File: src/rtl/universal_shift_reg_n.sv
// -----------------------------------------------------------------------------
// universal_shift_reg_n
//
// Purpose:
//   A WIDTH-bit universal shift register. It can hold, shift left or right
//   with a serial input, rotate left or right, load a parallel word, or clear.
//   A shift counter follows the position inside a WIDTH-shift "word". On the
//   cycle in which the WIDTH-th shifted word becomes visible, a single-cycle
//   WordDone pulse is raised.
//
// Parameters:
//   WIDTH      register width in bits (2..32)
//   RESET_VAL  register contents after reset
//   CW         shift-counter width, derived from WIDTH (do not override)
//
// Ports:
//   Clk          in   rising-edge clock
//   Reset_n      in   asynchronous active-low reset
//   Mode[2:0]    in   000 hold, 001 shl, 010 shr, 011 rol, 100 ror,
//                     101 load, 110 clear, 111 hold
//   SerInL       in   bit entering at bit 0 on shift-left
//   SerInR       in   bit entering at bit WIDTH-1 on shift-right
//   ParallelIn   in   load word for mode 101
//   ParallelOut  out  current register contents
//   SerOutL      out  ParallelOut[WIDTH-1]
//   SerOutR      out  ParallelOut[0]
//   ShiftCount   out  shift/rotate ops taken in the current word
//   WordDone     out  registered pulse, high for the cycle after the
//                     WIDTH-th shift op of a word
// -----------------------------------------------------------------------------
module universal_shift_reg_n #(
    parameter int               WIDTH     = 8,
    parameter logic [WIDTH-1:0] RESET_VAL = '0,
    parameter int               CW        = $clog2(WIDTH)
) (
    input  logic             Clk,
    input  logic             Reset_n,
    input  logic [2:0]       Mode,
    input  logic             SerInL,
    input  logic             SerInR,
    input  logic [WIDTH-1:0] ParallelIn,
    output logic [WIDTH-1:0] ParallelOut,
    output logic             SerOutL,
    output logic             SerOutR,
    output logic [CW-1:0]    ShiftCount,
    output logic             WordDone
);

    localparam logic [2:0] MODE_HOLD  = 3'b000;
    localparam logic [2:0] MODE_SHL   = 3'b001;
    localparam logic [2:0] MODE_SHR   = 3'b010;
    localparam logic [2:0] MODE_ROL   = 3'b011;
    localparam logic [2:0] MODE_ROR   = 3'b100;
    localparam logic [2:0] MODE_LOAD  = 3'b101;
    localparam logic [2:0] MODE_CLEAR = 3'b110;

    localparam logic [CW-1:0] LAST_COUNT = CW'(WIDTH - 1);

    logic [WIDTH-1:0] dataReg;
    logic [WIDTH-1:0] dataNext;
    logic [CW-1:0]    countReg;
    logic [CW-1:0]    countNext;
    logic             doneReg;
    logic             doneNext;
    logic             isShiftOp;

    // Candidate words for the four shift ops. Each one is built bit by bit,
    // so the end bits (serial input or wrap-around) can be seen directly.
    logic [WIDTH-1:0] shlWord;
    logic [WIDTH-1:0] shrWord;
    logic [WIDTH-1:0] rolWord;
    logic [WIDTH-1:0] rorWord;

    genvar gi;
    generate
        for (gi = 0; gi < WIDTH; gi++) begin : gBit
            if (gi == 0) begin : gLsb
                assign shlWord[gi] = SerInL;
                assign rolWord[gi] = dataReg[WIDTH-1];
            end else begin : gUpper
                assign shlWord[gi] = dataReg[gi-1];
                assign rolWord[gi] = dataReg[gi-1];
            end

            if (gi == WIDTH - 1) begin : gMsb
                assign shrWord[gi] = SerInR;
                assign rorWord[gi] = dataReg[0];
            end else begin : gLower
                assign shrWord[gi] = dataReg[gi+1];
                assign rorWord[gi] = dataReg[gi+1];
            end
        end
    endgenerate

    // Next register contents. Modes 000 and 111 keep the default (hold).
    always_comb begin
        dataNext  = dataReg;
        isShiftOp = 1'b0;
        case (Mode)
            MODE_SHL: begin
                dataNext  = shlWord;
                isShiftOp = 1'b1;
            end
            MODE_SHR: begin
                dataNext  = shrWord;
                isShiftOp = 1'b1;
            end
            MODE_ROL: begin
                dataNext  = rolWord;
                isShiftOp = 1'b1;
            end
            MODE_ROR: begin
                dataNext  = rorWord;
                isShiftOp = 1'b1;
            end
            MODE_LOAD:  dataNext = ParallelIn;
            MODE_CLEAR: dataNext = '0;
            default:    dataNext = dataReg;
        endcase
    end

    // Word tracking. All four shift ops advance the same counter, so a change
    // of direction mid-word does not restart it. Load and clear abort the
    // word. Hold keeps the count. WordDone is driven only by the wrapping
    // shift op, so the pulse lasts one cycle and never stretches across
    // hold cycles.
    always_comb begin
        countNext = countReg;
        doneNext  = 1'b0;
        if (isShiftOp) begin
            if (countReg == LAST_COUNT) begin
                countNext = '0;
                doneNext  = 1'b1;
            end else begin
                countNext = countReg + CW'(1);
            end
        end else if ((Mode == MODE_LOAD) || (Mode == MODE_CLEAR)) begin
            countNext = '0;
        end else if (Mode == MODE_HOLD) begin
            countNext = countReg;
        end
    end

    always_ff @(posedge Clk or negedge Reset_n) begin
        if (!Reset_n) begin
            dataReg  <= RESET_VAL;
            countReg <= '0;
            doneReg  <= 1'b0;
        end else begin
            dataReg  <= dataNext;
            countReg <= countNext;
            doneReg  <= doneNext;
        end
    end

    // Every output comes straight from a register. No input reaches an
    // output without passing through a flop first.
    assign ParallelOut = dataReg;
    assign SerOutL     = dataReg[WIDTH-1];
    assign SerOutR     = dataReg[0];
    assign ShiftCount  = countReg;
    assign WordDone    = doneReg;

endmodule

File: config.mk
export PLATFORM = sky130hd
export DESIGN_NAME = universal_shift_reg_n
export DESIGN_NICKNAME = d
export VERILOG_FILES = /design/src/rtl/universal_shift_reg_n.sv
export SDC_FILE = /design/constraint.sdc
export NUM_CORES = 1
export LEC_CHECK = 0
export CAP_MARGIN = 20
export CELL_PAD_IN_SITES_DETAIL_PLACEMENT = 1
export CELL_PAD_IN_SITES_GLOBAL_PLACEMENT = 1
export CORE_UTILIZATION = 34
export CTS_BUF_LIST = sky130_fd_sc_hd__clkbuf_4 sky130_fd_sc_hd__clkbuf_8
export DETAILED_ROUTE_END_ITERATION = 10
export GPL_ROUTABILITY_DRIVEN = 1
export GPL_TIMING_DRIVEN = 0
export PLACE_DENSITY = 0.88
export SLEW_MARGIN = 25
export SYNTH_ARGS = -nofsm -noshare
export SYNTH_HDL_FRONTEND = slang
export SYNTH_SLANG_ARGS = --single-unit
File: constraint.sdc
create_clock -name Clk -period 1.6 [get_ports Clk]
set_input_delay 0.24 -clock Clk [delete_from_list [all_inputs] [get_ports Clk]]
set_output_delay 0.24 -clock Clk [all_outputs]
set_load 0.02 [all_outputs]
# After elaboration in Yosys (flattened, before gate mapping)

Cells that the tools add are included.

Input port bits: 15
Register bits after elaboration: 12
Output and inout port bits: 14
Logic and storage cells: 22

Mux-type cells: 7
Reduce and logical (&&, ||, !) cells: 4
$add $sub $neg: 1
Equality and inequality tests: 7

Operators with widths:

| cell                                                             | number |
|---|---|
| 8-bit one-hot mux with 6 select lines                            | 1 |
| 3-bit == test (second input constant)                            | 4 |
| 3-bit 2-to-1 mux                                                 | 3 |
| 3-bit by 2-bit == test with 1-bit output (second input constant) | 2 |
| 6-bit nonzero test                                               | 1 |
| 4-bit OR reduction                                               | 1 |
| 3-bit by 1-bit adder with 3-bit output (second input constant)   | 1 |
| 3-bit by 1-bit == test with 1-bit output (second input constant) | 1 |
| 1-bit 2-to-1 mux                                                 | 3 |
| 2-bit nonzero test                                               | 1 |
| 1-bit logical OR                                                 | 1 |

# Longest topological paths before layout

Gate-level depths: netlist (run 1).

Depth in word-level cells: 4
Gate-level depth with buffers: 5
Depth with buffers taken out: 5

# Least setup slack after synthesis (run 1)

OpenSTA, ideal clock, no wires.

Path type: register -> register
Start point: register countReg[0] (netlist: ShiftCount[0])
End point: register countReg[2] (netlist: ShiftCount[2])
Clock period less this slack: 1551 ps
Setup time: 126 ps
Path buffers: 0
Cell stages (with the launch flop): 6
Arrival: 1425 ps
Slack: 49 ps
Data required time: 1474 ps
Cells stage by stage: dfrtp_1 -> ha_1 -> ha_1 -> mux2i_1 -> nor3_1 -> a221o_1

Longest elaborated chain between the ends: 3
Elaborated cells between the ends (all ways): 4
Those cells by class: add/sub (1); eq/ne (1); mux (2)

Ends and longest elaborated chain:

| element                                                                        | RTL line | RTL |
|---|---|---|
| from (decl)                                                                    | 61       | `logic [CW-1:0] countReg;` |
| from (signal assigned)                                                         | 151      | `countReg <= countNext;` |
| 3-bit by 1-bit adder with 3-bit output / 3-bit == test (equally long branches) | 135, 131 |  |
| 3-bit 2-to-1 mux *                                                             | 131      | `if (countReg == LAST_COUNT) begin` |
| 3-bit 2-to-1 mux *                                                             | 130      | `if (isShiftOp) begin` |

Mark *: on every way between the ends. The rest lies on a longest branch, timed or not.
A chain may end at the register's enable or synchronous reset.

# Worst setup path in the final report (run 1)

Same ends and word-level chain as after synthesis.

==> flow_metrics.env, run 1 <==
export IMPL_grt_usage_pct=23.1
export IMPL_fillers=311
export IMPL_clkTransAtPathRegs_ns=0.09
export IMPL_synth_compound_area_share_pct=28.2
export IMPL_multiInputGateArea_um2=524
export IMPL_hold_class="in -> async"
export IMPL_power_density_nw_per_um2=1020
export IMPL_setup_viol=0
export IMPL_path_delay_family="adder cells"
export IMPL_startpoint_type="register"
export IMPL_core_area_um2=2520
export IMPL_netlist_top_cell_by_area="dfrtp_1"
export IMPL_setup_worst_path_end_class="register"
export IMPL_p_leak_nw=0.590
export IMPL_worstSetupPathType="reg -> reg"
export IMPL_maxCapViolCount=0
export IMPL_netlist_instances=106
export IMPL_finalWeightedCongestion=0.809
export IMPL_critPathRequiredTime_ns=1.76
export IMPL_crit_buf_inv=0
export IMPL_fmax_ghz=0.641
export IMPL_max_slew_margin_rel_pct=58.2
export IMPL_viasPerCell=5.61
export IMPL_cp_startpoint="ShiftCount[0]"
export IMPL_fin_skew_ns=0.00169
export IMPL_slowest_stage="dfrtp_1"
export IMPL_crit_cells=5
export IMPL_rsz0062_at_grt="true"
export IMPL_synth_top_area_share_pct=32.7
export IMPL_dieArea_um2=2910
export IMPL_outcome="complete, no violations"
export IMPL_cts_hold_buf=0
export IMPL_grt_pass1_wl_um=4690
export IMPL_area_growth_syn_to_layout_pct=42.0
export IMPL_total_power_mw=1.32
export IMPL_detail_route_wl_per_cell_um=17.3
export IMPL_place_ws_ns=-0.184
export IMPL_yosysUniqueCellTypes=34
export IMPL_max_stage_delay_ns=0.42
export IMPL_synth_adder_area_share_pct=7.23
export IMPL_pin_count=29
export IMPL_clkSinkCount=12
export IMPL_cts_htree_levels=1
export IMPL_reg2reg_from="ShiftCount[0]"
export IMPL_ir_drop_mv=0.645
export IMPL_first_iter_violations=6
export IMPL_numCtsBuffers=3
export IMPL_root_buffer="clkbuf_4"
export IMPL_grt_antenna_before_repair=0
export IMPL_dr_total_vias=959
export IMPL_routed_wl_um=2950
export IMPL_initial_core_util_pct=36.4
export IMPL_worst_slew_pin_slew_ns=0.625
export IMPL_synth_area_per_cell_um2=8.65
export IMPL_timing_reg2reg_setup_slack_ns=0.04
export IMPL_synthXorXnorAreaFrac_pct=0
export IMPL_synth_seq_cells=12
export IMPL_synthSimpleGateAreaFrac_pct=17.1
export IMPL_seq_area_um2=300
export IMPL_worstPathArrival_ns=1.73
export IMPL_rr_endpoint="ShiftCount[2]"
export IMPL_grt_ovfl_total=0
export IMPL_cts_tree="yes"
export IMPL_die_height_um=53.9
export IMPL_reg2reg_depth=5
export IMPL_fin_crit_sh_pct=97.6
export IMPL_min_period_ns=1.56
export IMPL_hold_viol_final=0
export IMPL_final_util_pct=51.6
export IMPL_synthTopCellsByArea="dfrtp_1 33%, mux2i_1 4.4%, nor2_1 4.1%"
export IMPL_ys_seq_area_share_pct=32.7
export IMPL_route_detailed_drc=0
export IMPL_antenna_cells=0
export IMPL_yosys_warnings=0
export IMPL_grt_pass1_vias=1010
export IMPL_maxSlewViolCount=0
export IMPL_syn_nets=123
export IMPL_io_buffers=28
export IMPL_firstDrtPassIters=4
export IMPL_drive_gt1_share_pct=12.8
export IMPL_clk_latency_ns=0.27
export IMPL_syn_cell_area_um2=917
export IMPL_synthMuxAreaShare_pct=4.37
export IMPL_path_common_cell="ha_1"
export IMPL_cp_cell_sequence="ha_1 -> ha_1 -> mux2i_1 -> nor3_1 -> a221o_1"
export IMPL_final_antenna_net_count=0
export IMPL_worst_path_max_fanout=4
export IMPL_cts_buffer_depth=2
export IMPL_grt_max_degree=13
export IMPL_layout_setup_ws_ns=0.0389
export IMPL_die_w_um=53.9
export IMPL_rows=18
export IMPL_synth_top_family_by_area="compound AO/OA/AOI/OAI gates"
export IMPL_nets=159
export IMPL_dp_hpwl_um=2210
## worst reg2reg max path, cell delays in order, from the launching register on
cell and delay (ns):
dfrtp_1 0.42, ha_1 0.22, ha_1 0.32, mux2i_1 0.16, nor3_1 0.06, a221o_1 0.28
## how the worst max path moves through the flow
stage | slack, ns | to
3_5_place_dp | -0.18 | ParallelOut[0]
6_report | 0.04 | ShiftCount[2]
5_1_grt | -0.02 | ShiftCount[2]
2_1_floorplan | 0.05 | ShiftCount[2]
3_3_place_gp | -0.13 | ParallelOut[5]
4_1_cts | 0.004 | ShiftCount[2]
## state kept, by name (all words and copies together), names as in the netlist
signal,flops
WordDone,1
ParallelOut,8
ShiftCount,3
## cell type report
class | count | area share [%]
well taps | 30 | 2.88
inverters | 8 | 2.31
multi-input cells | 77 | 40.2
clock buffers | 4 | 2.79
flip-flops and latches | 12 | 23.1
repair buffers | 31 | 23.7
plain buffers | 9 | 5.00
## report_power, final
group          total (mW)  internal, mW  switching, mW
registers           0.434         0.364         0.0702
logic               0.631         0.314          0.317
clock network       0.259         0.138          0.121
## synth_stat cells (all sizes together)
master,number
nand2b,5
o221ai,3
inv,8
o31ai,1
o21ai,8
maj3,4
ha,2
nand3,4
mux2i,4
nor3,5
o311ai,1
buf,6
o22ai,3
a31oi,1
a221oi,2
clkbuf,3
nor2,10
a211oi,4
nor2b,1
and3,2
o21a,3
dfrtp,12
o221a,1
o2bb2ai,1
a21oi,4
nand2,4
and2,1
a2bb2oi,1
a221o,2
## metrics by stage
stage / setup TNS, ns / instance area (µm²) / std cells / hold slack [ns]
CTS: 0 / 1290 / 171 / 0.361
finish: 0 / 1300 / 171 / 0.345
detailed placement: -1.87 / 1230 / 164 / 0.545
floorplan: 0 / 917 / 106 / -0.0556
global placement: -1.08 / 1230 / 164 / 0.521
global route: -0.0222 / 1300 / 171 / 0.381
## cell usage in the layout (no fill, tap or decap), types with 4 or more instances in the layout
cell type	instances
nand2_1	4
nor2_1	10
buf_4	5
clkdlybuf4s50_1	21
dfrtp_1	12
o21ai_1	4
nor3_1	5
mux2i_1	4
a21oi_1	4
o21ai_0	4
a211oi_1	4
inv_1	8
nand3_1	4
dlymetal6s2s_1	4
nand2b_1	5
## routing by layer
layer / GRT usage, % / vias up / part of all wire, %
li1: - / 462 / -
met1: 26.5 / 471 / 42
met3: 4.52 / 4 / 3.6
met4: 5.70 / 0 / 0.92
met5: 0 / - / 0
met2: 43.0 / 22 / 54
## kinds of logic (layout without fill, tap and decap cells)
kind of cell	after synthesis	after routing
buffers and inverters	17	52
and+or+nand+nor	32	32
DFF	12	12
AOI/OAI and AO/OA	35	35
muxes	4	4
adders and majority gates	6	6
## what timing repair did
action,in CTS,in global routing
setup buffers,3,0
setup endpoints to repair,5,6
resized for setup,3,5
Note: power is estimated with default switching activity, not from simulation.
==> inputs of run 2 (changes only) <==
ABC_AREA = 1   (was default)
CORE_UTILIZATION = 30   (was 34)
GPL_TIMING_DRIVEN = default   (was 0)
==> run 2 against run 1 <==
Net effect: non-clock buffer count down 1; critical path depth decreased by 4; core utilization down 1.4 points; final cell count is 4.7% higher; critical path type is now reg -> out.
==> flow_metrics.env, run 2 <==
export IMPL_dieArea_um2=2760
export IMPL_startpoint_type="register"
export IMPL_synth_flop_cell="dfrtp_1"
export IMPL_reg2reg_from="ShiftCount[0]"
export IMPL_synth_area_per_cell_um2=6.84
export IMPL_min_period_ns=1.55
export IMPL_final_area_um2=1160
export IMPL_yosys_warnings=0
export IMPL_finalWeightedCongestion=0.782
export IMPL_grt_max_degree=13
export IMPL_die_height_um=52.5
export IMPL_worstSetupPathType="reg -> out"
export IMPL_initial_core_util_pct=33.0
export IMPL_clkSinkCount=12
export IMPL_core_area_um2=2320
export IMPL_netlist_top_cell_by_area="dfrtp_1"
export IMPL_setup_viol=0
export IMPL_p_leak_nw=0.670
export IMPL_fin_skew_ns=0.000691
export IMPL_cp_cell_sequence="clkdlybuf4s50_1"
export IMPL_fin_crit_sh_pct=97.0
export IMPL_synthTopCellsByArea="dfrtp_1 39%, nand2_1 23%, nor2_1 5.9%"
export IMPL_ys_seq_area_share_pct=39.2
export IMPL_yosys_top_cells_count="47 x nand2_1, 12 x dfrtp_1, 12 x nor2_1, 10 x inv_1, 7 x a21oi_1"
export IMPL_nets=170
export IMPL_drt_met1_wl_um=1050
export IMPL_cts_buffer_depth=2
export IMPL_setup_worst_path_end_class="output port"
export IMPL_post_cts_buffers=0
export IMPL_wl_met3_um=117
export IMPL_grt_pass1_wl_um=4100
export IMPL_max_slew_margin_rel_pct=58.8
export IMPL_outcome="complete, no violations"
export IMPL_worst_path_max_fanout=4
export IMPL_layout_commonest_cell="nand2_1"
export IMPL_grt_ovfl_total=0
export IMPL_io_buffers=28
export IMPL_clk_latency_ns=0.27
export IMPL_post_dp_cell_area_um2=1140
export IMPL_async_flop_share_pct=100
export IMPL_dp_hpwl_um=1900
export IMPL_synth_most_common_cell="nand2_1"
export IMPL_max_stage_delay_ns=0.63
export IMPL_detail_route_wl_per_cell_um=13.4
export IMPL_cts_htree_levels=1
export IMPL_final_util_pct=50.2
export IMPL_clkTransAtPathRegs_ns=0.07
export IMPL_die_w_um=52.5
export IMPL_largest_reg_flops=8
export IMPL_crit_buf_inv=1
export IMPL_maxCapViolCount=0
export IMPL_wl_met2_um=1220
export IMPL_viasPerCell=4.81
export IMPL_maxSlewViolCount=0
export IMPL_netlist_instances=112
export IMPL_worst_slew_pin_slew_ns=0.616
export IMPL_synth_seq_cells=12
export IMPL_root_buffer="clkbuf_4"
export IMPL_cts_hold_buf=0
export IMPL_path_delay_family="buffers and inverters"
export IMPL_cts_tree="yes"
export IMPL_final_antenna_net_count=0
export IMPL_worstPathArrival_ns=1.31
export IMPL_power_density_nw_per_um2=1040
export IMPL_hold_class="in -> async"
export IMPL_rr_endpoint="ShiftCount[0]"
export IMPL_cts_resized_gates=2
export IMPL_timing_reg2reg_setup_slack_ns=0.43
export IMPL_pin_count=29
export IMPL_slowest_stage="clkdlybuf4s50_1"
export IMPL_fmax_ghz=0.644
export IMPL_rows=17
export IMPL_grt_usage_pct=20.4
export IMPL_area_growth_syn_to_layout_pct=52.1
export IMPL_grt_pass1_vias=937
export IMPL_hold_viol_final=0
export IMPL_numCtsBuffers=3
export IMPL_route_detailed_drc=0
export IMPL_synth_top_area_share_pct=39.2
export IMPL_syn_cell_area_um2=766
export IMPL_critPathRequiredTime_ns=1.36
export IMPL_grt_antenna_before_repair=0
export IMPL_routed_wl_um=2390
export IMPL_synth_edf_count=0
export IMPL_top_layer="met3"
export IMPL_layout_common_cells="47 x nand2_1, 23 x clkdlybuf4s50_1, 12 x dfrtp_1, 12 x nor2_1, 11 x buf_4"
export IMPL_syn_nets=129
export IMPL_first_iter_violations=9
export IMPL_firstDrtPassIters=4
export IMPL_antenna_cells=0
export IMPL_drive_gt1_share_pct=14.6
export IMPL_reg2reg_depth=3
export IMPL_ir_drop_mv=0.666
export IMPL_rsz0062_at_grt="false"
export IMPL_dr_total_vias=861
export IMPL_fillers=309
export IMPL_yosysUniqueCellTypes=17
run 2: cell families (layout without fill, tap and decap cells):
family / Yosys count / in the layout / synth area share, %
flip-flops: 12 / 12 / 39.2
buffers and inverters: 17 / 56 / 10.3
AND/OR/NAND/NOR: 70 / 70 / 39.7
AO/OA/AOI/OAI: 11 / 11 / 7.52
adder cells (fa/ha/maj): 2 / 2 / 3.27
run 2: worst reg2reg max path: stages (launching register included):
cell and delay (ns):
dfrtp_1 0.42, ha_1 0.22, ha_1 0.20, o31ai_1 0.25
run 2: power breakdown:
group / internal, mW / switching [mW]
sequential: 0.382 / 0.0880
combinational: 0.264 / 0.296
clock: 0.0871 / 0.0963
total: 0.734 / 0.480
run 2: worst max-delay path by stage:
stage | from | cells after the start | slack (ns) | to
after global placement | Mode[1] | 8 | -0.03 | ParallelOut[0]
after floorplan | ShiftCount[0] | 4 | 0.42 | ShiftCount[2]
after detailed placement | Mode[1] | 9 | -0.15 | ParallelOut[0]
after global routing | ParallelOut[1] | 1 | 0.004 | ParallelOut[1]
after CTS | ParallelOut[7] | 1 | 0.01 | SerOutL
final | ParallelOut[1] | 1 | 0.05 | ParallelOut[1]
run 2: layout make-up:
class / instances / area [µm²] / area share (%)
multi-input combinational: 83 / 387 / 33.2
timing repair buffer: 39 / 368 / 31.6
sequential: 12 / 300 / 25.8
inverter: 14 / 52.6 / 4.51
tap: 28 / 35.0 / 3.01
clock buffer: 3 / 22.5 / 1.93
run 2: through the flow:
| stage | setup WS (ns) | TNS [ns] | hold WS (ns) | total power, mW | cells |
|---|---|---|---|---|---|
| final | 0.0475 | 0 | 0.353 | 1.21 | 179 |
| after CTS | 0.0115 | 0 | 0.344 | 1.24 | 179 |
| after global placement | -0.0307 | -0.239 | 0.488 | 1.03 | 176 |
| after global routing | 0.00390 | 0 | 0.397 | 1.32 | 179 |
| after detailed placement | -0.154 | -1.42 | 0.509 | 1.05 | 176 |
| after floorplan | 0.420 | 0 | -0.0556 | 0.755 | 112 |
run 2: layer usage:
layer	vias up	global-route usage (%)
met3	0	5.22
met4	0	2.63
met1	411	24.2
met5	-	0
li1	428	-
met2	22	37.3
